## src/rtl/soc_pkg.sv

```systemverilog
// Shared SoC definitions: register-bus data type and the input-port register map.
package soc_pkg;

  typedef logic [7:0] bus_data_t;

  localparam logic [1:0] GPIO_IN_DATA   = 2'd0;
  localparam logic [1:0] GPIO_IN_EDGE   = 2'd1;
  localparam logic [1:0] GPIO_IN_MASK   = 2'd2;
  localparam logic [1:0] GPIO_IN_STATUS = 2'd3;

endpackage

```

## src/rtl/input_debounce.sv

```systemverilog
// One input bit: 2-FF synchronizer, stability counter, debounced value and
// a combinational rising-edge pulse aligned with the edge that updates db.
module input_debounce #(
  parameter int DEBOUNCE_CYCLES = 48000,
  parameter int CNT_W           = $clog2(DEBOUNCE_CYCLES + 1)
) (
  input  logic clk_48mhz,
  input  logic reset,
  input  logic pin,
  output logic db,
  output logic rise
);

  localparam logic [CNT_W-1:0] CNT_MAX = CNT_W'(DEBOUNCE_CYCLES - 1);

  logic             sync1, sync2;
  logic [CNT_W-1:0] cnt;
  logic             db_next;

  // Two-stage synchronizer for the asynchronous pin.
  always_ff @(posedge clk_48mhz or posedge reset) begin
    if (reset) begin
      sync1 <= 1'b0;
      sync2 <= 1'b0;
    end else begin
      sync1 <= pin;
      sync2 <= sync1;
    end
  end

  // db flips only after DEBOUNCE_CYCLES consecutive differing samples.
  always_comb begin
    db_next = db;
    if (sync2 != db && cnt == CNT_MAX) db_next = sync2;
  end

  assign rise = db_next & ~db;

  // Counter tracks the current run of differing samples; any agreeing
  // sample or an accepted change restarts it, so it never passes CNT_MAX.
  always_ff @(posedge clk_48mhz or posedge reset) begin
    if (reset) begin
      cnt <= '0;
      db  <= 1'b0;
    end else begin
      db <= db_next;
      if (sync2 == db || cnt == CNT_MAX) cnt <= '0;
      else                               cnt <= cnt + CNT_W'(1);
    end
  end

endmodule

```

## src/rtl/gpio_input_port.sv

```systemverilog
// Memory-mapped input port: debounced pins, sticky rising-edge flags with
// write-1-to-clear, interrupt mask and a registered level interrupt.
module gpio_input_port
  import soc_pkg::*;
#(
  parameter int WIDTH           = 8,
  parameter int DEBOUNCE_CYCLES = 48000,
  parameter int CNT_W           = $clog2(DEBOUNCE_CYCLES + 1)
) (
  input  logic             clk_48mhz,
  input  logic             reset,
  input  logic [WIDTH-1:0] pins_in,
  input  logic             rd_en,
  input  logic             wr_en,
  input  logic [1:0]       addr,
  input  logic [7:0]       wr_data,
  output logic [7:0]       rd_data,
  output logic             rd_valid,
  output logic             irq
);

  logic [WIDTH-1:0] db, rise;
  logic [WIDTH-1:0] edge_q, edge_next;
  logic [WIDTH-1:0] mask_q, mask_next;
  logic [WIDTH-1:0] clr;
  bus_data_t        rd_mux;

  genvar gi;
  generate
    for (gi = 0; gi < WIDTH; gi++) begin : g_bit
      input_debounce #(
        .DEBOUNCE_CYCLES(DEBOUNCE_CYCLES),
        .CNT_W          (CNT_W)
      ) u_db (
        .clk_48mhz(clk_48mhz),
        .reset    (reset),
        .pin      (pins_in[gi]),
        .db       (db[gi]),
        .rise     (rise[gi])
      );
    end
  endgenerate

  // Next state of flags and mask; a new rise beats a simultaneous clear.
  always_comb begin
    clr       = '0;
    mask_next = mask_q;
    if (wr_en && addr == GPIO_IN_EDGE) clr       = wr_data[WIDTH-1:0];
    if (wr_en && addr == GPIO_IN_MASK) mask_next = wr_data[WIDTH-1:0];
    edge_next = (edge_q & ~clr) | rise;
  end

  // Read mux sees pre-write contents; fields zero-extend to the bus width.
  always_comb begin
    rd_mux = '0;
    case (addr)
      GPIO_IN_DATA:   rd_mux[WIDTH-1:0] = db;
      GPIO_IN_EDGE:   rd_mux[WIDTH-1:0] = edge_q;
      GPIO_IN_MASK:   rd_mux[WIDTH-1:0] = mask_q;
      GPIO_IN_STATUS: rd_mux[0]         = irq;
      default:        rd_mux            = '0;
    endcase
  end

  // Register file, interrupt and read response.
  always_ff @(posedge clk_48mhz or posedge reset) begin
    if (reset) begin
      edge_q   <= '0;
      mask_q   <= '0;
      irq      <= 1'b0;
      rd_data  <= '0;
      rd_valid <= 1'b0;
    end else begin
      edge_q   <= edge_next;
      mask_q   <= mask_next;
      irq      <= |(edge_next & mask_next);
      rd_valid <= rd_en;
      if (rd_en) rd_data <= rd_mux;
    end
  end

endmodule

```

## config.mk

```make
export PLATFORM = sky130hd
export DESIGN_NAME = gpio_input_port
export DESIGN_NICKNAME = d
export VERILOG_FILES = /design/src/rtl/soc_pkg.sv /design/src/rtl/input_debounce.sv /design/src/rtl/gpio_input_port.sv
export SDC_FILE = /design/constraint.sdc
export NUM_CORES = 1
export LEC_CHECK = 0
export CORE_MARGIN = 2
export CORE_UTILIZATION = 40
export DETAILED_ROUTE_END_ITERATION = 10
export DONT_BUFFER_PORTS = 1
export PLACE_DENSITY_LB_ADDON = 0.3
export SLEW_MARGIN = 20
export SYNTH_ARGS = -nofsm -noshare
export SYNTH_HDL_FRONTEND = slang
export SYNTH_SLANG_ARGS = --single-unit
```

## constraint.sdc

```tcl
create_clock -name clk_48mhz -period 13.45 [get_ports clk_48mhz]
set_input_delay 2.69 -clock clk_48mhz [delete_from_list [all_inputs] [get_ports clk_48mhz]]
set_output_delay 2.69 -clock clk_48mhz [all_outputs]
set_load 0.01 [all_outputs]
```

==> results_tabular.tex <==
\begin{tabular}{lr}
\hline
Metric & Value \\
\hline
\multicolumn{2}{l}{\textbf{Worst setup path}} \\
Data required time at the worst endpoint & 13.89 ns \\
Cell-by-cell listing of the critical path & clkinv\_4 -> buf\_4 \\
Worst setup path class & primary input to asynchronous set/reset pin \\
Critical path launch point type & primary input \\
Data arrival time at the worst-slack endpoint & 4.24 ns \\
Largest fanout on the critical path & 107 \\
Delay of the slowest cell on the worst path & 0.84 ns \\
Sort of element at the end of the critical path & asynchronous set/reset pin \\
Kind of cell with the highest combined delay on the critical path & buffers and inverters \\
Critical Path Slowest Stage Cell & buf\_4 \\
Total buffers and inverters traversed by the critical path & 2 \\
\multicolumn{2}{l}{\textbf{Power and ir drop}} \\
Worst IR Drop VDD & 0.0774 mV \\
Combinational Power Share & 3.8\% \\
Leakage dissipation & 3.87 nW \\
Portion of total power attributed to the clock network & 46.0\% \\
Power density over the cells & 127 nW/um\^{}2 \\
Int Pwr & 0.875 mW \\
Power spent charging and discharging nets & 0.258 mW \\
Fraction of power spent switching nets & 22.8\% \\
Final Total Pwr & 1.13 mW \\
Sequential cell fraction of total power & 50.2\% \\
\multicolumn{2}{l}{\textbf{Cells and area}} \\
Synth-to-layout area growth & 11.1\% \\
Diode count & 0 \\
Final \#Nets & 811 \\
Proportion of layout cells with a drive suffix above 1 & 6.56\% \\
Number of filler instances in the final layout & 1871 \\
Final instance count without filler cells & 1058 \\
\multicolumn{2}{l}{\textbf{Clock tree}} \\
Total of cells resized after clock tree synthesis & 0 \\
Root buffer selected by CTS & clkbuf\_16 \\
Longest Clk Path Bufs & 2 \\
Number of hold-repair buffers added at the cts stage & 0 \\
Total setup buffers inserted after CTS & 0 \\
Clock transition at the register clock pins on the worst setup and hold paths after CTS & 0.07 ns \\
Clock latency on the worst-skew pair & 0.43 ns \\
CTS H-tree depth & 4 \\
Clock sink total & 178 \\
Number of buffers created by CTS & 17 \\
CTS tree & built \\
\multicolumn{2}{l}{\textbf{Flow run}} \\
Number of max-capacitance violations reported & 0 \\
\multicolumn{2}{l}{\textbf{Floorplanning}} \\
Ports placed on the boundary & 32 \\
Die span in y & 146 um \\
Chip width & 146 um \\
Row count & 51 \\
Effective utilization at floorplan & 41.0\% \\
Area of the core & 19600 um\^{}2 \\
Die ar. & 21200 um\^{}2 \\
\multicolumn{2}{l}{\textbf{Detailed routing}} \\
Routed vias & 5264 \\
Count of antenna-violating nets left after detailed routing & 0 \\
Length of the first detailed-routing pass in iterations & 4 \\
Number of design-rule violations left by the first detailed-router iteration & 298 \\
Routed wirelength normalized by instance count & 14.1 um \\
Via density & 4.98 \\
DRC & 0 \\
Drt total wl & 14900 um \\
\multicolumn{2}{l}{\textbf{Run status}} \\
Run status & complete, no violations \\
\multicolumn{2}{l}{\textbf{Logic synthesis}} \\
Register area share after synthesis & 55.4\% \\
Number of distinct standard cells referenced by the synthesized netlist & 47 \\
Post-synthesis cell count & 774 \\
Post-synthesis async set-or-reset flop share & 100\% \\
Primary FF master, synth & dfrtp\_1 \\
Number of enable flip-flop cells after synthesis & 0 \\
Syn. warnings & 0 \\
Number of storage elements in the synthesis netlist & 178 \\
Summed instance area of the synthesized netlist & 8040 um\^{}2 \\
Average footprint of a synthesized cell & 10.4 um\^{}2 \\
Post-Synthesis Net Count & 804 \\
\multicolumn{2}{l}{\textbf{Global route}} \\
Total routing usage reported by global routing & 14.7\% \\
Number of global-route vias before repair & 5151 \\
Final global-route overflow total & 0 \\
Antenna violations before repair & 0 \\
Largest net degree at the start of global routing & 108 \\
Global-route wire length before repair & 25300 um \\
\multicolumn{2}{l}{\textbf{Timing}} \\
Clock period minus worst slack & 3.80 ns \\
Count of final hold-check violations & 0 \\
Max Clk Rate & 0.263 GHz \\
Tightest slew margin relative to the limit & 36.8\% \\
Worst clock skew & 0.00850 ns \\
RSZ-0062 raised after global routing & no \\
Final setup violation count & 0 \\
Worst Tran Pin Value & 0.949 ns \\
Aggregate negative setup slack & 0 ns \\
Number of slew-limit violations in the final report & 0 \\
Share of the cycle needed by the critical path after routing & 28.2\% \\
\multicolumn{2}{l}{\textbf{Place}} \\
Port-buffer cells & 0 \\
Placed Cells incl. Taps & 1027 \\
HPWL reported at the end of detailed placement & 9870 um \\
Final RePlAce weighted congestion & 0.781 \\
\multicolumn{2}{l}{\textbf{Hold path}} \\
Type of the tightest min-delay check & flip-flop to flip-flop \\
\hline
\end{tabular}
-- Yosys cell counts, types with 2 or more instances --
cell type,n,area (um^2)
a21oi_1,17,85.1
or3_1,5,31.3
buf_2,2,10.0
xnor2_1,48,420
or4_4,2,22.5
nand3b_1,3,22.5
a22oi_1,2,15.0
or4b_1,5,50.1
buf_4,4,30.0
o21ai_2,3,26.3
nor3_1,19,95.1
nor2_1,150,563
dfrtp_1,178,4450
nor4bb_1,2,20.0
o21ai_0,17,85.1
nor4b_1,2,17.5
ha_1,8,100
mux2i_1,9,90.1
nand2_1,48,180
nor4_1,6,37.5
nand4_1,29,181
nand2_2,3,18.8
nand2b_1,7,43.8
nand3_1,53,265
mux2_2,8,90.1
and4_1,9,78.8
clkbuf_1,5,18.8
and3_1,16,100
and2_1,6,37.5
nand4b_1,2,17.5
inv_1,21,78.8
xor2_1,70,613
-- sequential cells by signal, indices dropped and copies added (netlist names) --
register / cells
edge_q: 8
g_bit.u_db.cnt: 128
g_bit.u_db.db: 8
g_bit.u_db.sync1: 8
g_bit.u_db.sync2: 8
irq: 1
mask_q: 8
rd_data: 8
rd_valid: 1
-- cell usage in the layout, fill, tap and decap left out, types with 2 or more instances in the layout --
master      count
a21oi_1        17
a22oi_1         2
and2_1          6
and3_1         16
and4_1          9
bufinv_16       3
clkbuf_16      17
clkbuf_8        3
clkinv_4        3
clkinvlp_4      2
dfrtp_1       178
ha_1            8
inv_1          20
inv_6           3
mux2_2          8
mux2i_1         9
nand2_1        48
nand2_2         3
nand2b_1        7
nand3_1        53
nand3b_1        3
nand4_1        29
nand4b_1        2
nor2_1        150
nor3_1         19
nor4_1          6
nor4b_1         2
nor4bb_1        2
o21ai_0        17
o21ai_2         3
or3_1           5
or4_4           2
or4b_1          5
xnor2_1        48
xor2_1         70
-- worst paths after layout --
| kind | slack (ns) | depth (start not counted) | start | end |
|---|---|---|---|---|
| hold reg to reg | 0.35 | 0 | g_bit[4].u_db.sync1 | g_bit[4].u_db.sync2 |
| max in group clk_48mhz | 9.82 | 5 | addr[0] | irq |
| setup / recovery | 9.65 | 2 | reset | g_bit[5].u_db.cnt[6] |
| hold / removal | 0.35 | 0 | g_bit[4].u_db.sync1 | g_bit[4].u_db.sync2 |
| setup reg to reg | 11.08 | 4 | g_bit[1].u_db.cnt[10] | g_bit[1].u_db.cnt[10] |
| min in group asynchronous | 2.30 | 1 | reset | g_bit[3].u_db.cnt[14] |
-- power groups by stage --
stage               clock network [mW]  logic [mW]  registers [mW]
floorplan                            0      0.0371           0.574
global placement                     0      0.0435           0.579
detailed placement                   0      0.0446           0.579
CTS                              0.532      0.0449           0.569
global route                     0.557      0.0514           0.571
finish                           0.521      0.0433           0.569
-- area by class of cell --
| cell class | instances | area [um^2] | area share [%] |
|---|---|---|---|
| inverter | 21 | 83.8 | 0.939 |
| clock buffer | 21 | 470 | 5.27 |
| clock inverter | 10 | 149 | 1.67 |
| tap | 265 | 332 | 3.71 |
| multi-input combinational | 562 | 3440 | 38.5 |
| timing repair buffer | 1 | 7.51 | 0.0840 |
| sequential | 178 | 4450 | 49.9 |
-- cells by family (layout without fill, tap and decap cells) --
group | count (synthesis) | count (layout) | share of synthesized area [%]
and+or+nand+nor | 374 | 374 | 23.0
DFF | 178 | 178 | 55.4
muxes | 18 | 18 | 2.52
xor gates and xnor gates | 118 | 118 | 12.9
AOI/OAI and AO/OA | 44 | 44 | 3.16
adders and majority gates | 8 | 8 | 1.25
buffers and inverters | 34 | 53 | 1.82
-- layer usage --
metal,track usage [%],vias up,wire [um]
met5,0,-,0
met3,4.55,19,666
li1,-,2646,-
met1,20.5,2547,7390
met2,21.9,52,6570
met4,5.00,0,265
-- per-stage QoR --
step	utilization [%]	instance area (um^2)	hold slack, ns	setup slack, ns
floorplan	-	8040	0.331	5.93
CTS	45.6	8930	0.352	9.56
global placement	42.4	8310	0.332	9.11
detailed placement	42.4	8310	0.335	9.09
finish	45.6	8930	0.348	9.65
global route	45.6	8930	0.357	9.32
(Power assumes the default switching activity.)
